[src/rtl/stw_pkg.sv]
// stw_pkg: shared types and helpers for the stationary-weight self-test.
//   stw_state_t    - tester FSM states
//   STW_LFSR_TAPS  - 16-bit Galois LFSR tap mask (taps 16,14,13,11)
//   stw_lfsr_next  - one Galois LFSR step
//   stw_expected   - golden partial sum for a row: (row+1)*w*a mod 2^word_size
package stw_pkg;

    typedef enum logic [2:0] {
        IDLE,
        LOAD,
        APPLY,
        WAIT,
        CHECK,
        DONE
    } stw_state_t;

    localparam logic [15:0] STW_LFSR_TAPS = 16'hB400;

    function automatic logic [15:0] stw_lfsr_next(input logic [15:0] s);
        logic [15:0] shifted;
        shifted = {1'b0, s[15:1]};
        return s[0] ? (shifted ^ STW_LFSR_TAPS) : shifted;
    endfunction

    // w and a arrive as word_size-bit two's-complement values, zero-extended.
    // Modular arithmetic makes the unsigned product equal to the signed one.
    function automatic logic [63:0] stw_expected(input int unsigned row,
                                                 input logic [63:0]  w,
                                                 input logic [63:0]  a,
                                                 input int unsigned  word_size);
        logic [63:0] mask;
        logic [63:0] prod;
        mask = (word_size >= 64) ? '1 : ((64'd1 << word_size) - 64'd1);
        prod = ((w & mask) * (a & mask)) & mask;
        return (64'(row + 1) * prod) & mask;
    endfunction

endpackage

[src/rtl/stw_pattern_lfsr.sv]
// stw_pattern_lfsr: 16-bit Galois LFSR supplying STW test patterns.
//   clk      in   clock
//   rst      in   synchronous active-high reset; loads seed
//   seed     in   16-bit reset value (must be nonzero)
//   advance  in   step once this cycle (caller gates it with !stall)
//   lfsr_out out  current LFSR state
module stw_pattern_lfsr
    import stw_pkg::*;
(
    input  logic        clk,
    input  logic        rst,
    input  logic [15:0] seed,
    input  logic        advance,
    output logic [15:0] lfsr_out
);

    logic [15:0] lfsr_q;

    always_ff @(posedge clk) begin
        if (rst) begin
            lfsr_q <= seed;
        end else if (advance) begin
            lfsr_q <= stw_lfsr_next(lfsr_q);
        end
    end

    assign lfsr_out = lfsr_q;

endmodule

[src/rtl/stw_column_tester.sv]
// stw_column_tester: stationary-weight self-test for one systolic-array column.
// Loads an LFSR-derived weight into every PE, injects an LFSR-derived
// activation, waits SAMPLE_DELAY cycles and compares each row's psum with
// (row+1)*w*a. Failing rows are cleared (sticky) in stw_result_mat.
//   clk, rst        clock, synchronous active-high reset
//   start           single-cycle run request (ignored while busy)
//   stall           global stall: freezes FSM/counters/LFSR, gates strobes
//   pe_psum_flat    per-row PE bottom outputs, row r at [r*WORD_SIZE +: WORD_SIZE]
//   inject_mask     (STW_FAULT_INJECT_EN only) flip psum bit 0 of masked rows
//   stw_mode        test path select
//   stw_load        weight load strobe
//   stw_apply       activation inject strobe
//   stw_weight      test weight
//   stw_left_in     test activation
//   stw_result_mat  per-row pass vector (1 = pass)
//   stw_complete    run finished, results valid
//   busy            run in progress
// Optional feature macro: STW_FAULT_INJECT_EN. WORD_SIZE must be even and <= 16.
module stw_column_tester
    import stw_pkg::*;
#(
    parameter int unsigned ROWS         = 4,
    parameter int unsigned COL_IDX      = 0,
    parameter int unsigned WORD_SIZE    = 16,
    parameter int unsigned NUM_PATTERNS = 8,
    parameter int unsigned SAMPLE_DELAY = 6,
    parameter logic [15:0] SEED         = 16'hACE1
)
(
    input  logic                      clk,
    input  logic                      rst,
    input  logic                      start,
    input  logic                      stall,
    input  logic [ROWS*WORD_SIZE-1:0] pe_psum_flat,
`ifdef STW_FAULT_INJECT_EN
    input  logic [ROWS-1:0]           inject_mask,
`endif
    output logic                      stw_mode,
    output logic                      stw_load,
    output logic                      stw_apply,
    output logic [WORD_SIZE-1:0]      stw_weight,
    output logic [WORD_SIZE-1:0]      stw_left_in,
    output logic [ROWS-1:0]           stw_result_mat,
    output logic                      stw_complete,
    output logic                      busy
);

    localparam int unsigned       HALF     = WORD_SIZE / 2;
    localparam int unsigned       DLY_W    = (SAMPLE_DELAY > 1) ? $clog2(SAMPLE_DELAY) : 1;
    localparam logic [DLY_W-1:0]  DLY_INIT = DLY_W'(SAMPLE_DELAY - 1);
    localparam logic [7:0]        LAST_PAT = 8'(NUM_PATTERNS - 1);
    localparam logic [15:0]       SEED_EFF = SEED ^ 16'(COL_IDX);

    stw_state_t           state_q;
    logic [7:0]           pat_q;
    logic [DLY_W-1:0]     dly_q;
    logic [WORD_SIZE-1:0] weight_q;
    logic [WORD_SIZE-1:0] left_q;
    logic [ROWS-1:0]      result_q;
    logic [ROWS-1:0]      result_d;
    logic                 complete_q;
    logic                 busy_q;
    logic                 mode_q;

    logic [15:0]          lfsr_q;
    logic [15:0]          lfsr_d;
    logic                 lfsr_adv;
    logic [WORD_SIZE-1:0] lfsr_now_w;
    logic [WORD_SIZE-1:0] lfsr_nxt_w;

    function automatic logic [WORD_SIZE-1:0] sext_half(input logic [HALF-1:0] h);
        return {{(WORD_SIZE - HALF){h[HALF-1]}}, h};
    endfunction

    assign lfsr_adv   = (state_q == CHECK) && !stall;
    assign lfsr_d     = stw_lfsr_next(lfsr_q);
    assign lfsr_now_w = lfsr_q[WORD_SIZE-1:0];
    assign lfsr_nxt_w = lfsr_d[WORD_SIZE-1:0];

    stw_pattern_lfsr u_lfsr (
        .clk      (clk),
        .rst      (rst),
        .seed     (SEED_EFF),
        .advance  (lfsr_adv),
        .lfsr_out (lfsr_q)
    );

    // Per-row comparison against the golden value, folded into the sticky vector.
    always_comb begin
        logic [WORD_SIZE-1:0] row_psum;
        logic [63:0]          exp_full;
        result_d = result_q;
        row_psum = '0;
        exp_full = '0;
        for (int unsigned r = 0; r < ROWS; r++) begin
            row_psum = pe_psum_flat[r*WORD_SIZE +: WORD_SIZE];
`ifdef STW_FAULT_INJECT_EN
            row_psum[0] = row_psum[0] ^ inject_mask[r];
`endif
            exp_full = stw_expected(r, 64'(weight_q), 64'(left_q), WORD_SIZE);
            if (64'(row_psum) != exp_full) begin
                result_d[r] = 1'b0;
            end
        end
    end

    always_ff @(posedge clk) begin
        if (rst) begin
            state_q    <= IDLE;
            pat_q      <= '0;
            dly_q      <= '0;
            weight_q   <= '0;
            left_q     <= '0;
            result_q   <= '1;
            complete_q <= 1'b0;
            busy_q     <= 1'b0;
            mode_q     <= 1'b0;
        end else if (!stall) begin
            case (state_q)
                IDLE, DONE: begin
                    if (start) begin
                        result_q   <= '1;
                        complete_q <= 1'b0;
                        busy_q     <= 1'b1;
                        mode_q     <= 1'b1;
                        pat_q      <= '0;
                        weight_q   <= sext_half(lfsr_now_w[HALF-1:0]);
                        state_q    <= LOAD;
                    end
                end
                LOAD: begin
                    left_q  <= sext_half(lfsr_now_w[WORD_SIZE-1:HALF]);
                    state_q <= APPLY;
                end
                APPLY: begin
                    dly_q   <= DLY_INIT;
                    state_q <= WAIT;
                end
                WAIT: begin
                    if (dly_q == '0) begin
                        state_q <= CHECK;
                    end else begin
                        dly_q <= dly_q - 1'b1;
                    end
                end
                CHECK: begin
                    result_q <= result_d;
                    pat_q    <= pat_q + 8'd1;
                    if (pat_q == LAST_PAT) begin
                        complete_q <= 1'b1;
                        busy_q     <= 1'b0;
                        mode_q     <= 1'b0;
                        state_q    <= DONE;
                    end else begin
                        // Weight must be valid during the LOAD strobe, so it is taken
                        // from the LFSR value that this same edge advances to.
                        weight_q <= sext_half(lfsr_nxt_w[HALF-1:0]);
                        state_q  <= LOAD;
                    end
                end
                default: state_q <= IDLE;
            endcase
        end
    end

    assign stw_load       = (state_q == LOAD)  && !stall;
    assign stw_apply      = (state_q == APPLY) && !stall;
    assign stw_mode       = mode_q;
    assign stw_weight     = weight_q;
    assign stw_left_in    = left_q;
    assign stw_result_mat = result_q;
    assign stw_complete   = complete_q;
    assign busy           = busy_q;

endmodule

[config.mk]
export PLATFORM = sky130hd
export DESIGN_NAME = stw_column_tester
export DESIGN_NICKNAME = d
export VERILOG_FILES = /design/src/rtl/stw_pkg.sv /design/src/rtl/stw_pattern_lfsr.sv /design/src/rtl/stw_column_tester.sv
export SDC_FILE = /design/constraint.sdc
export NUM_CORES = 1
export LEC_CHECK = 0
export CORE_MARGIN = 8
export CORE_UTILIZATION = 57
export CTS_BUF_LIST = sky130_fd_sc_hd__clkbuf_8 sky130_fd_sc_hd__clkbuf_16
export CTS_CLUSTER_SIZE = 30
export DETAILED_ROUTE_END_ITERATION = 10
export PLACE_DENSITY = 0.84
export SYNTH_ARGS = -nofsm -noshare
export SYNTH_HDL_FRONTEND = slang
export SYNTH_SLANG_ARGS = --single-unit
[constraint.sdc]
create_clock -name clk -period 13 [get_ports clk]
set_clock_uncertainty 0.2 [all_clocks]
set_input_delay 2.6 -clock clk [delete_from_list [all_inputs] [get_ports clk]]
set_output_delay 2.6 -clock clk [all_outputs]
set_load 0.02 [all_outputs]
; ---- Yosys cells after proc, flatten, opt, wreduce, memory -nomap -nowiden
; Index checks and enable logic that the tools add are counted.
[word_totals]
ff_bits = 60
input_bits = 68
out_inout_bits = 41
wordCells = 80
[classes]
add_sub_neg = 2
mul = 2
eq_ne = 19
muxes = 24
n_bitwise = 2
reduce_logical = 19
[ops]
columns = cell, n
row1 = inequality test 16 bit, 4
row2 = 2-to-1 mux 16 bit, 3
row3 = one-hot mux 16 bit (2 select lines), 1
row4 = AND reduction 4 bit, 6
row5 = multiplier 16 x 8 -> 16 bit, 1
row6 = "multiplier 2 x 16 -> 16 bit, first input constant", 1
row7 = one-hot mux 8 bit (2 select lines), 1
row8 = one-hot mux 3 bit (5 select lines), 1
row9 = 2-to-1 mux 3 bit, 4
row10 = "inequality test 2 x 1 -> 1 bit, second input constant", 5
row11 = AND reduction 3 bit, 3
row12 = "adder 8 x 1 -> 8 bit, second input constant", 1
row13 = "equality test 8 x 3 -> 1 bit, second input constant", 1
row14 = 2-to-1 mux 1 bit, 8
row15 = 2-to-1 mux 8 bit, 1
row16 = "inequality test 2 bit, second input constant", 4
row17 = one-hot mux 4 bit (2 select lines), 1
row18 = "equality test 3 x 2 -> 1 bit, second input constant", 2
row19 = "equality test 3 bit, second input constant", 2
row20 = logical NOT 3 bit, 2
row21 = one-hot mux 3 bit (2 select lines), 1
row22 = 2-to-1 mux 4 bit, 1
row23 = inverter 3 -> 4 bit, 1
row24 = one-hot mux 1 bit (2 select lines), 2
row25 = other kinds (8), 11

; ---- Depth between registers and ports, before layout
[depth]
word_depth = 5
mapped_depth = 26

; ---- Hierarchy
; From an unflattened synthesis, not the netlist that was laid out.
[hier_totals]
hier_cells = 718
area_unflattened_um2 = 6372.4
[by_module_without_submodules]
columns = mod, n_inst, cells_per_inst, area_per_inst_um2, seq_area_each_um2
row1 = stw_column_tester, 1, 677, 5615.4, 720.7
row2 = stw_pattern_lfsr, 1, 41, 757.0, 480.5

; ---- Worst setup path after synthesis
; Ideal clock, no wire load.
[synth_path]
kind = reg-to-reg
startpoint = register weight_q[14] (netlist: stw_weight[14])
endpoint = register result_q[2] (netlist: stw_result_mat[2])
setup_ns = 0.084
arrival_time_ns = 5.747
slack_ns = 6.969
stages_incl_launch_ff = 23
n_path_buf = 1
period_less_slack_ns = 6.031
cell_sequence = dfxtp_1 > clkbuf_1 > nand2_1 > inv_1 > fa_1 > inv_1 > fa_1 > fa_1 > fa_1 > inv_1 > ha_1 > nand3_1 > a21oi_1 > nor3_1 > xnor2_1 > ha_1 > xnor2_1 > nor2_1 > a221oi_2 > nor3_1 > a2111oi_2 > nand4_1 > o31ai_2
[synth_via]
elab_chain_cells = 5
[synth_lines]
columns = element, line
row1 = "start, declared", stw_column_tester.sv:57  ; logic [WORD_SIZE-1:0] weight_q;
row2 = "start signal, assigned", stw_column_tester.sv:127  ; weight_q <= sext_half(lfsr_now_w[HALF-1:0]);
row3 = "start signal, assigned", stw_column_tester.sv:157  ; weight_q <= sext_half(lfsr_nxt_w[HALF-1:0]);
row4 = multiplier 16 x 8 -> 16 bit, -
row5 = multiplier 2 x 16 -> 16 bit, stw_pkg.sv:35  ; return (64'(row + 1) * prod) & mask;
row6 = inequality test 16 bit, stw_column_tester.sv:101  ; if (64'(row_psum) != exp_full) begin
row7 = inequality test 2 x 1 -> 1 bit (no line), -
row8 = AND reduction 4 bit (no line), -
row9 = "end signal, assigned", stw_column_tester.sv:147  ; result_q <= result_d;
row10 = "end, declared", stw_column_tester.sv:59  ; logic [ROWS-1:0] result_q;
; Every way passes these cells.
; A chain may end at the register's enable or synchronous reset.

; ---- Final worst setup path
[layout_path]
startpoint = input stall
endpoint = output stw_load
[layout_via]
elab_chain_cells = 2
[layout_lines]
columns = element, line
row1 = "start, declared", stw_column_tester.sv:33  ; input logic stall,
row2 = logical NOT 1 bit, stw_column_tester.sv:166  ; assign stw_load = (state_q == LOAD) && !stall;
row3 = logical AND 1 bit, stw_column_tester.sv:166
row4 = "end, declared", stw_column_tester.sv:39  ; output logic stw_load,
; Every way passes these cells.

==> flow_metrics.env <==
export IMPL_top_usage_layer="met2"
export IMPL_grt_util_met1=0.255
export IMPL_syn_nets=918
export IMPL_grt_pass1_vias=5446
export IMPL_fin_crit_ns=7.18
export IMPL_final_util=0.686
export IMPL_drt_pass1_iterations=5
export IMPL_grt_util_met3=0.0336
export IMPL_ios=109
export IMPL_dpl_worst_slack_ns=5.84
export IMPL_syn_to_final_growth_pct=18.8
export IMPL_timing_final_ws_setup_ns=5.82
export IMPL_cts_resized=0
export IMPL_worst_pin_slew_ns=0.729
export IMPL_grt_ovfl_total=0
export IMPL_synth_edff_count=0
export IMPL_drt_initial_drc_count=298
export IMPL_synth_area_leaders="fa_1 (18%), dfxtp_1 (17%), ha_1 (9.1%), xnor2_1 (7.1%), nand2_1 (5.9%)"
export IMPL_root_buffer="clkbuf_8"
export IMPL_start_kind="input port"
export IMPL_cts_hold_buf=0
export IMPL_power_density_nw_per_um2=72.6
export IMPL_n_fill_cell=859
export IMPL_clkTransAtPathRegs_ns=0.11
export IMPL_grt_use_total=0.210
export IMPL_power_total_mw=0.535
export IMPL_final_area_um2=7370
export IMPL_holdWs_ns=0.282
export IMPL_fmax_ghz=0.139
export IMPL_synth_top_flop_cell="dfxtp_1"
export IMPL_instances_no_fill=962
export IMPL_antenna_cells=0
export IMPL_cts_made_buffers=5
export IMPL_clock_path_buffers=2
export IMPL_synth_area_um2=6210
export IMPL_die_area_um2=14500
export IMPL_seq_area_frac_synth=0.168
export IMPL_slew_headroom=0.511
export IMPL_place_congestion=0.916
export IMPL_crit_path_max_fanout=9
export IMPL_post_cts_buffers=0
export IMPL_clock_sinks=52
export IMPL_hold_viol=0
export IMPL_wl_um=15600
export IMPL_crit_top_cell="clkdlybuf4s50_1"
export IMPL_slowest_stage="clkdlybuf4s50_1"
export IMPL_setup_viol=0
export IMPL_clk_latency_ns=0.32
export IMPL_p_leak_nw=2.98
export IMPL_yosysUniqueCellTypes=58
export IMPL_max_cap_viol_count=0
export IMPL_min_period_over_period=0.552
export IMPL_dpl_hpwl_um=12600
export IMPL_critPathKind="input port to output pin"
export IMPL_synthArstFlopShare=0
export IMPL_synth_warnings=0
export IMPL_rsz0062_at_grt="no"
export IMPL_dp_cells=954
export IMPL_yosysTopAreaCell="fa_1"
export IMPL_core_area_um2=10700
export IMPL_avgSynthCellArea_um2=8.29
export IMPL_status="completed"
export IMPL_rows=38
export IMPL_drv_slew=0
export IMPL_die_y_um=120
export IMPL_grt_util_met2=0.383
export IMPL_floorplan_initialDensity=0.578
export IMPL_end_kind="output pin"
export IMPL_tns_ns=0
export IMPL_avgViaCountPerCell=5.56
export IMPL_place_area_um2=7250
export IMPL_die_x_um=120
export IMPL_htreeDepth=2
export IMPL_crit_chain="clkdlybuf4s50_1, nor2_1, nand2_1, clkinv_1, clkdlybuf4s50_1"
export IMPL_required_ns=10.20
export IMPL_ir_drop_v=0.0000526
export IMPL_tritoncts="done"
export IMPL_grt_max_degree=43
export IMPL_yosysTopAreaCellShare=0.181
export IMPL_drive_gt1_frac=0.0280
export IMPL_ys_ff_latch=52
export IMPL_fin_nets=990
export IMPL_grt_pass1_wl_um=25400
export IMPL_avgRoutedWirePerCell_um=16.2
export IMPL_ant_nets=0
export IMPL_drc=0
export IMPL_syn_inst=749
export IMPL_hp_class="flip-flop to flip-flop"
export IMPL_cp_arrival_ns=4.38
export IMPL_vias=5345
export IMPL_port_buffers=108
export IMPL_antenna_found_initial=0
export IMPL_critical_path_max_stage_delay_ns=0.61
export IMPL_synthTopCellsByCount="nand2_1 (97), inv_1 (89), fa_1 (56), dfxtp_1 (52), xnor2_1 (50)"
export IMPL_synth_most_common_cell="nand2_1"
-- kinds of logic after synthesis --
kind of cell	share of synthesized area
AND/OR/NAND/NOR	0.195
buffers and inverters	0.0931
AO/OA/AOI/OAI	0.118
adder cells (fa/ha/maj)	0.271
XOR/XNOR	0.139
flip-flops	0.168
multiplexers	0.0161
-- routing by layer --
| metal | up-vias | share of wire |
|---|---|---|
| met4 | 0 | 0.0082 |
| li1 | 2578 | - |
| met1 | 2586 | 0.43 |
| met3 | 14 | 0.063 |
| met5 | - | 0 |
| met2 | 167 | 0.50 |
-- state kept, by name (all words and copies together) (netlist names) --
| signal | count |
|---|---|
| stw_left_in | 8 |
| stw_result_mat | 4 |
| stw_complete | 1 |
| stw_weight | 8 |
| dly_q | 3 |
| state_q | 3 |
| stw_mode | 1 |
| pat_q | 8 |
| u_lfsr.lfsr_out | 16 |
-- worst max-delay path, delay by kind of cell --
family        cells  cell delay (ns)
simple gates      2             0.33
buf+inv           3             1.45
-- path summary, 6_finish.rpt --
path	to	startpoint	slack, ns	depth (start not counted)
min	u_lfsr.lfsr_out[8]	u_lfsr.lfsr_out[9]	0.28	2
min reg2reg	u_lfsr.lfsr_out[8]	u_lfsr.lfsr_out[9]	0.28	2
max reg2reg	stw_result_mat[2]	stw_left_in[7]	6.33	19
max	stw_load	stall	5.82	5
-- power breakdown --
part           internal (mW)  total (mW)  switching, mW
logic                  0.104       0.220          0.116
clock network         0.0632       0.124         0.0609
registers              0.170       0.191         0.0214
-- final cells by class --
| cell class | count | area (µm²) | area share |
|---|---|---|---|
| inverter | 90 | 338 | 0.0458 |
| tap | 140 | 175 | 0.0238 |
| clock buffer | 6 | 82.6 | 0.0112 |
| sequential | 52 | 1040 | 0.141 |
| clock inverter | 2 | 38.8 | 0.00526 |
| multi-input combinational | 561 | 4590 | 0.623 |
| timing repair buffer | 111 | 1100 | 0.150 |
-- cell usage in the layout, fill, tap and decap left out, types with 2 or more instances in the layout --
cell,netlist,routed
mux2i_1,10,10
nor3b_1,2,2
nand3_1,7,7
a21oi_1,47,47
dfxtp_1,52,52
o211ai_1,4,4
nor4b_1,2,2
buf_4,18,3
or3_1,3,3
clkbuf_8,0,6
a21o_1,5,5
a211oi_1,14,14
o21ai_0,14,14
fa_1,56,56
ha_1,45,45
and3_1,6,6
xor2_1,40,40
nor2_1,40,40
o31a_1,2,2
a31oi_1,2,2
nand4_1,12,12
inv_1,89,89
nand2b_1,16,16
nand3b_1,7,7
nor2b_1,4,4
and2_1,25,25
a211o_1,4,4
xnor2_1,50,50
nor4_1,7,6
o31ai_1,2,2
nand2_1,97,97
xnor3_1,2,2
clkdlybuf4s50_1,0,108
nor3_1,13,13
(Power assumes the default switching activity.)
